<file path="src/rtl/ram2e_dram_sched.sv">
// RAM2E DRAM slot scheduler: one winner per memory slot among video, CPU, aux
// and refresh, with registered nRAS/nCAS/nRWE sequencing and address select.
module ram2e_dram_sched #(
  parameter int unsigned TRCD         = 2,
  parameter int unsigned TCAS         = 2,
  parameter int unsigned TRP          = 2,
  parameter int unsigned REF_INTERVAL = 13,
  parameter int unsigned AUX_MAX_WAIT = 4
) (
  input  logic       C14M,
  input  logic       nRST,
  input  logic       SLOT,
  input  logic       VID_REQ,
  input  logic       CPU_REQ,
  input  logic       CPU_WR,
  input  logic [3:0] CPU_BANK,
  input  logic       AUX_REQ,
  input  logic       AUX_WR,
  input  logic [3:0] AUX_BANK,
  output logic       nRAS,
  output logic       nCAS,
  output logic       nRWE,
  output logic [1:0] RA_SEL,
  output logic [3:0] RA_BANK,
  output logic [7:0] REF_ROW,
  output logic       VID_GNT,
  output logic       CPU_GNT,
  output logic       AUX_GNT,
  output logic       REF_ACT,
  output logic       DATA_LATCH,
  output logic       VID_MISS,
  output logic       SLOT_OVR
);

  localparam int unsigned PW = 4;
  localparam int unsigned AW = 3;

  typedef enum logic [2:0] {S_IDLE, S_ROW, S_COL, S_RREF, S_PRE} state_t;
  typedef enum logic [1:0] {W_VID, W_CPU, W_AUX, W_REF} win_t;

  state_t          state, state_d;
  win_t            win, win_d;
  logic [PW-1:0]   cnt, cnt_d;
  logic            win_wr, win_wr_d;
  logic [3:0]      win_bank, win_bank_d;
  logic [3:0]      ref_cnt, ref_cnt_d;
  logic [AW-1:0]   aux_wait, aux_wait_d;
  logic            deferred, deferred_d;
  logic            aux_win;
  logic            ref_due, aux_urgent;

  logic            nras_d, ncas_d, nrwe_d;
  logic [1:0]      ra_sel_d;
  logic [3:0]      ra_bank_d;
  logic [7:0]      ref_row_d;
  logic            vid_gnt_d, cpu_gnt_d, aux_gnt_d, ref_act_d;
  logic            data_latch_d, vid_miss_d, slot_ovr_d;

  assign ref_due    = ref_cnt >= 4'(REF_INTERVAL);
  assign aux_urgent = aux_wait >= AW'(AUX_MAX_WAIT);

  // Pin outputs are decoded from the pre-edge state, so strobes lag the FSM by one edge.
  always_comb begin
    state_d      = state;
    win_d        = win;
    cnt_d        = cnt;
    win_wr_d     = win_wr;
    win_bank_d   = win_bank;
    ref_cnt_d    = ref_cnt;
    aux_wait_d   = aux_wait;
    deferred_d   = deferred;
    aux_win      = 1'b0;
    nras_d       = 1'b1;
    ncas_d       = 1'b1;
    nrwe_d       = 1'b1;
    ra_sel_d     = 2'b00;
    ra_bank_d    = 4'h0;
    ref_row_d    = REF_ROW;
    vid_gnt_d    = 1'b0;
    cpu_gnt_d    = 1'b0;
    aux_gnt_d    = 1'b0;
    ref_act_d    = 1'b0;
    data_latch_d = 1'b0;
    vid_miss_d   = 1'b0;
    slot_ovr_d   = SLOT && (state != S_IDLE);

    case (state)
      S_IDLE: begin
        if (SLOT) begin
          if (ref_cnt != 4'hF) ref_cnt_d = ref_cnt + 4'd1;
          cnt_d      = '0;
          state_d    = S_ROW;
          win_wr_d   = 1'b0;
          win_bank_d = 4'h0;
          if (ref_due && deferred) begin
            win_d      = W_REF;
            state_d    = S_RREF;
            vid_miss_d = VID_REQ;
          end else if (VID_REQ) begin
            win_d = W_VID;
            if (ref_due) deferred_d = 1'b1;
          end else if (ref_due) begin
            win_d   = W_REF;
            state_d = S_RREF;
          end else if (AUX_REQ && aux_urgent) begin
            win_d      = W_AUX;
            win_wr_d   = AUX_WR;
            win_bank_d = AUX_BANK;
            aux_win    = 1'b1;
          end else if (CPU_REQ) begin
            win_d      = W_CPU;
            win_wr_d   = CPU_WR;
            win_bank_d = CPU_BANK;
          end else if (AUX_REQ) begin
            win_d      = W_AUX;
            win_wr_d   = AUX_WR;
            win_bank_d = AUX_BANK;
            aux_win    = 1'b1;
          end else begin
            state_d = S_IDLE;
          end
          // Aux starvation counter only moves on arbitrated slots.
          if (aux_win || !AUX_REQ) aux_wait_d = '0;
          else if (aux_wait != {AW{1'b1}}) aux_wait_d = aux_wait + AW'(1);
        end
      end
      S_ROW: begin
        nras_d    = 1'b0;
        ra_bank_d = win_bank;
        if (cnt == '0) begin
          vid_gnt_d = (win == W_VID);
          cpu_gnt_d = (win == W_CPU);
          aux_gnt_d = (win == W_AUX);
        end
        if (cnt == PW'(TRCD - 1)) begin
          state_d = S_COL;
          cnt_d   = '0;
        end else begin
          cnt_d = cnt + PW'(1);
        end
      end
      S_COL: begin
        nras_d    = 1'b0;
        ncas_d    = 1'b0;
        nrwe_d    = ~win_wr;
        ra_sel_d  = 2'b01;
        ra_bank_d = win_bank;
        if (cnt == PW'(TCAS - 1)) begin
          data_latch_d = ~win_wr;
          state_d      = S_PRE;
          cnt_d        = '0;
        end else begin
          cnt_d = cnt + PW'(1);
        end
      end
      S_RREF: begin
        nras_d    = 1'b0;
        ra_sel_d  = 2'b10;
        ref_act_d = (cnt == '0);
        if (cnt == PW'(TRCD + TCAS - 1)) begin
          state_d = S_PRE;
          cnt_d   = '0;
        end else begin
          cnt_d = cnt + PW'(1);
        end
      end
      S_PRE: begin
        ra_bank_d = win_bank;
        if (cnt == PW'(TRP - 1)) begin
          state_d = S_IDLE;
          cnt_d   = '0;
          if (win == W_REF) begin
            ref_cnt_d  = 4'h0;
            deferred_d = 1'b0;
            ref_row_d  = REF_ROW + 8'd1;
          end
        end else begin
          cnt_d = cnt + PW'(1);
        end
      end
      default: state_d = S_IDLE;
    endcase
  end

  always_ff @(posedge C14M or negedge nRST) begin
    if (!nRST) begin
      state      <= S_IDLE;
      win        <= W_VID;
      cnt        <= '0;
      win_wr     <= 1'b0;
      win_bank   <= 4'h0;
      ref_cnt    <= 4'h0;
      aux_wait   <= '0;
      deferred   <= 1'b0;
      nRAS       <= 1'b1;
      nCAS       <= 1'b1;
      nRWE       <= 1'b1;
      RA_SEL     <= 2'b00;
      RA_BANK    <= 4'h0;
      REF_ROW    <= 8'h00;
      VID_GNT    <= 1'b0;
      CPU_GNT    <= 1'b0;
      AUX_GNT    <= 1'b0;
      REF_ACT    <= 1'b0;
      DATA_LATCH <= 1'b0;
      VID_MISS   <= 1'b0;
      SLOT_OVR   <= 1'b0;
    end else begin
      state      <= state_d;
      win        <= win_d;
      cnt        <= cnt_d;
      win_wr     <= win_wr_d;
      win_bank   <= win_bank_d;
      ref_cnt    <= ref_cnt_d;
      aux_wait   <= aux_wait_d;
      deferred   <= deferred_d;
      nRAS       <= nras_d;
      nCAS       <= ncas_d;
      nRWE       <= nrwe_d;
      RA_SEL     <= ra_sel_d;
      RA_BANK    <= ra_bank_d;
      REF_ROW    <= ref_row_d;
      VID_GNT    <= vid_gnt_d;
      CPU_GNT    <= cpu_gnt_d;
      AUX_GNT    <= aux_gnt_d;
      REF_ACT    <= ref_act_d;
      DATA_LATCH <= data_latch_d;
      VID_MISS   <= vid_miss_d;
      SLOT_OVR   <= slot_ovr_d;
    end
  end

endmodule

</file>
<file path="config.mk">
export PLATFORM = sky130hd
export DESIGN_NAME = ram2e_dram_sched
export DESIGN_NICKNAME = d
export VERILOG_FILES = /design/src/rtl/ram2e_dram_sched.sv
export SDC_FILE = /design/constraint.sdc
export NUM_CORES = 1
export LEC_CHECK = 0
export BUFFER_PORTS_ARGS = -buffer_cell sky130_fd_sc_hd__buf_2
export CORE_MARGIN = 3
export CORE_UTILIZATION = 45
export CTS_BUF_LIST = sky130_fd_sc_hd__clkbuf_4 sky130_fd_sc_hd__clkbuf_8
export CTS_CLUSTER_SIZE = 10
export DETAILED_ROUTE_END_ITERATION = 8
export PLACE_DENSITY = 0.67
export SETUP_SLACK_MARGIN = 0.02
export SLEW_MARGIN = 20
export SYNTH_ARGS = -nofsm -noshare
export SYNTH_HDL_FRONTEND = slang
export SYNTH_SLANG_ARGS = --single-unit
</file>
<file path="constraint.sdc">
create_clock -name C14M -period 2.5 [get_ports C14M]
set_clock_uncertainty 0.05 [all_clocks]
set_input_delay 0.375 -clock C14M [delete_from_list [all_inputs] [get_ports C14M]]
set_output_delay 0.375 -clock C14M [all_outputs]
set_load 0.03 [all_outputs]
</file>
==> key figures <==
Clocking
  • H-tree levels: 2
  • Clock transition at the registers of the reported paths: ~0.080 ns
  • Buffer depth of the longest clock path: 2
  • Clock latency on the worst-skew pair: 0.29 ns
  • CTS Buf Count: 5
  • CTS tree: done
  • Post-CTS setup repair buffer count: 0
  • CTS Hold Buffers Added: 1
  • Cts repair resizes: 0
  • Clock root cell: clkbuf_8
  • TritonCTS Sinks: 46

Timing
  • Final worst slack: 0.282 ns
  • Period utilisation layout: between 80% and 90%
  • Fin crit period: about 2.2 ns
  • Worst-margin pin slew: between 0.7 and 0.8 ns
  • Fin. max-slew vios: 0
  • Final setup violation count: 0
  • Maximum achievable frequency: between 400 and 500 MHz
  • Count of final hold-check violations: 0
  • Unrepaired setup endpoints after global routing: false
  • Hold slack: just over 0.3 ns
  • Final TNS setup: 0 ns
  • Slew HR: just over 50%

Global route
  • First-pass GRT wire length: around 7700 µm
  • Tot GR Track Use: 16.1%
  • Grt ovf: 0
  • Vias in the first global route: about 1.6k
  • Initial antenna violation count: 0
  • Largest net degree at the start of global routing: 28

Routing
  • Routed vias/inst: between 5 and 6
  • DR WL/cell: 13.4 µm
  • 1st-pass router iterations: 4
  • Post-Route WL: 4350 µm
  • Final ANT Viol Nets: 0
  • DRC viols: 0
  • Initial DRC count: ~130
  • Via count: 1682

Setup path
  • Worst r2r dst: win[0]
  • CP required: 2.63 ns
  • Worst path bufs/invs: 0
  • CP delay by family, top: compound AO/OA/AOI/OAI gates
  • Crit path DAT: roughly 2.4 ns
  • R2R depth: 5
  • Kind of critical path: flop to flop
  • CP Cell Sequence: ha_1 -> nand2b_1 -> and2_1 -> o41ai_1 -> mux2_2
  • Slowest CP cell: o41ai_1
  • R2r setup slk: 0.28 ns
  • CP Launch Type: flop
  • Worst-path fanout max: 7
  • Worst R2R Start: ref_cnt[0]
  • CP Capture Type: flop
  • Worst path max stage delay: between 0.5 and 0.6 ns

Cells and area
  • FF/Latch Area: 1150 µm²
  • Post-route cell area: between 2000 and 3000 µm²
  • # diodes: 0
  • Area Growth Syn to Fin: 18.2%
  • Area of the multi-input gates: between 900 and 1000 µm²
  • # nets final: around 280
  • Layout cells sized above 1: around a quarter
  • Layout filler cell count: around 400
  • Most common cell after layout, fill and taps aside: dfrtp_1
  • Most frequent cells in the layout: 43 x dfrtp_1, 39 x buf_2, 22 x nand2_1
  • Finished Layout Cells: ~320

Flow run
  • Max_cap viols: 0

Min path
  • Worst Hold Launch: SLOT
  • Worst Hold End: SLOT_OVR
  • WHS Path Cells: 2
  • Worst hold path class: input pin to flop

Place
  • Pre-CTS setup slack: roughly 0.29 ns
  • Placed instance count: approximately 320
  • Detail Placement HPWL: roughly 3300 µm
  • Routability cong.: between 0.8 and 0.9
  • PortBufs: 39
  • Dpl cell area: about 2500 µm²

Logic synthesis
  • Number of synthesized flops with an enable pin: 0
  • Synthesized area per cell: ~11 µm²
  • Top cells by area, synth: dfrtp_1 49%, ha_1 5.7%, nand2_1 3.7%
  • Number of synthesized register bits: 46
  • Yosys cell types: 51
  • Post-synth top area cell: dfrtp_1
  • Syn nets: 235
  • Ys async rst share: 100%
  • Total of warnings raised by yosys: 0
  • Main synth FF type: dfrtp_1
  • Mapped Cells: 209
  • Yosys top cell area share: between 40% and 50%
  • Sequential area share after synthesis: between 50 and 60%
  • Mapped Area: roughly 2200 µm²

Floorplanning
  • Die width: around 76 µm
  • Die Ht: 76.0 µm
  • Core region area: 4530 µm²
  • Num ports: 40
  • FP Rows: 24
  • Initial cell density of the core: ~49%
  • Total die area: 5770 µm²

Pwr
  • Part of the power in registers: approximately 42%
  • P_leak: around 1.3 nW
  • Clock power share: 15.6%
  • Worst vdd ir: ~460 µV
  • Net Sw Frac: 40.7%
  • Switching pwr: 1.13 mW
  • Comb pwr share: about 42%
  • Internal power: 1.64 mW
  • PD cells: ~1100 nW/µm²

Outcome
  • Status: finished, final reports clean
[final cells by class]
cell class                 count  share of cell area (%)
timing repair buffer          47                    9.89
clock inverter                 2                   0.384
sequential                    46                    44.3
inverter                      13                    1.87
multi-input combinational    145                    37.5
clock buffer                   6                    2.93
tap                           65                    3.12
[Yosys cell counts, types with 2 or more instances]
cell	instances
a21oi_1	6
a22oi_1	6
and2_1	5
and3_1	2
clkbuf_1	3
dfrtp_1	43
dfstp_2	3
ha_1	10
inv_1	13
mux2_2	3
nand2_1	22
nand2b_1	4
nand3_1	9
nand4_1	3
nor2_1	4
nor2b_1	6
nor3_1	4
nor3b_1	3
nor4_1	3
o211ai_1	4
o21ai_0	15
or4_1	3
xnor2_1	6
xor2_1	2
[power groups by stage]
stage / Combinational (mW) / Sequential, mW / Clock (mW)
after floorplan: 0.694 / 1.31 / 0
after global placement: 1.16 / 1.18 / 0
after detailed placement: 1.17 / 1.18 / 0
after CTS: 1.17 / 1.17 / 0.450
after global routing: 1.32 / 1.21 / 0.478
final: 1.17 / 1.17 / 0.431
[kinds of logic after synthesis]
| kind of cell | Yosys count | synth area share (%) |
|---|---|---|
| AO/OA/AOI/OAI | 45 | 13.4 |
| XOR/XNOR | 8 | 3.18 |
| adder cells (fa/ha/maj) | 10 | 5.68 |
| buffers and inverters | 18 | 3.29 |
| flip-flops | 46 | 52.4 |
| multiplexers | 4 | 1.99 |
| AND/OR/NAND/NOR | 78 | 20.0 |
[worst max-delay path by stage]
stage	slack [ns]	from	depth (start not counted)	end
floorplan	0.30	cnt[1]	6	REF_ROW[6]
global placement	0.37	ref_cnt[0]	5	win[1]
detailed placement	0.29	ref_cnt[0]	5	win[0]
CTS	0.28	ref_cnt[0]	5	win[0]
global route	0.16	ref_cnt[0]	5	win[0]
finish	0.28	ref_cnt[0]	5	win[0]
[routing by layer]
metal  GRT usage (%)  share of wire (%)  vias to the layer above
met5               0                  0                        -
met4            4.89                1.1                        0
met3            3.31                5.2                        6
met2            24.4                 42                       45
met1            23.4                 51                      783
li1                -                  -                      848
[metrics by stage]
| step | power [mW] | util (%) |
|---|---|---|
| 6_report | 2.77 | 57.5 |
| 5_1_grt | 3.01 | 57.5 |
| 4_1_cts | 2.79 | 57.5 |
| 3_5_place_dp | 2.35 | 55.3 |
| 3_3_place_gp | 2.33 | 55.3 |
| 2_1_floorplan | 2.00 | - |
[sequential cells by signal, summed over array words and instances, names as in the netlist, 3 cells and up]
signal	flops
RA_BANK	4
REF_ROW	8
aux_wait	3
cnt	4
ref_cnt	4
state	3
win_bank	4
[worst register-to-register path, stage by stage, from the launching register on]
cell and delay, ns:
dfrtp_1 0.44, ha_1 0.22, nand2b_1 0.24, and2_1 0.23, o41ai_1 0.53, mux2_2 0.41
No activity file was read; power rests on OpenSTA's default activity.
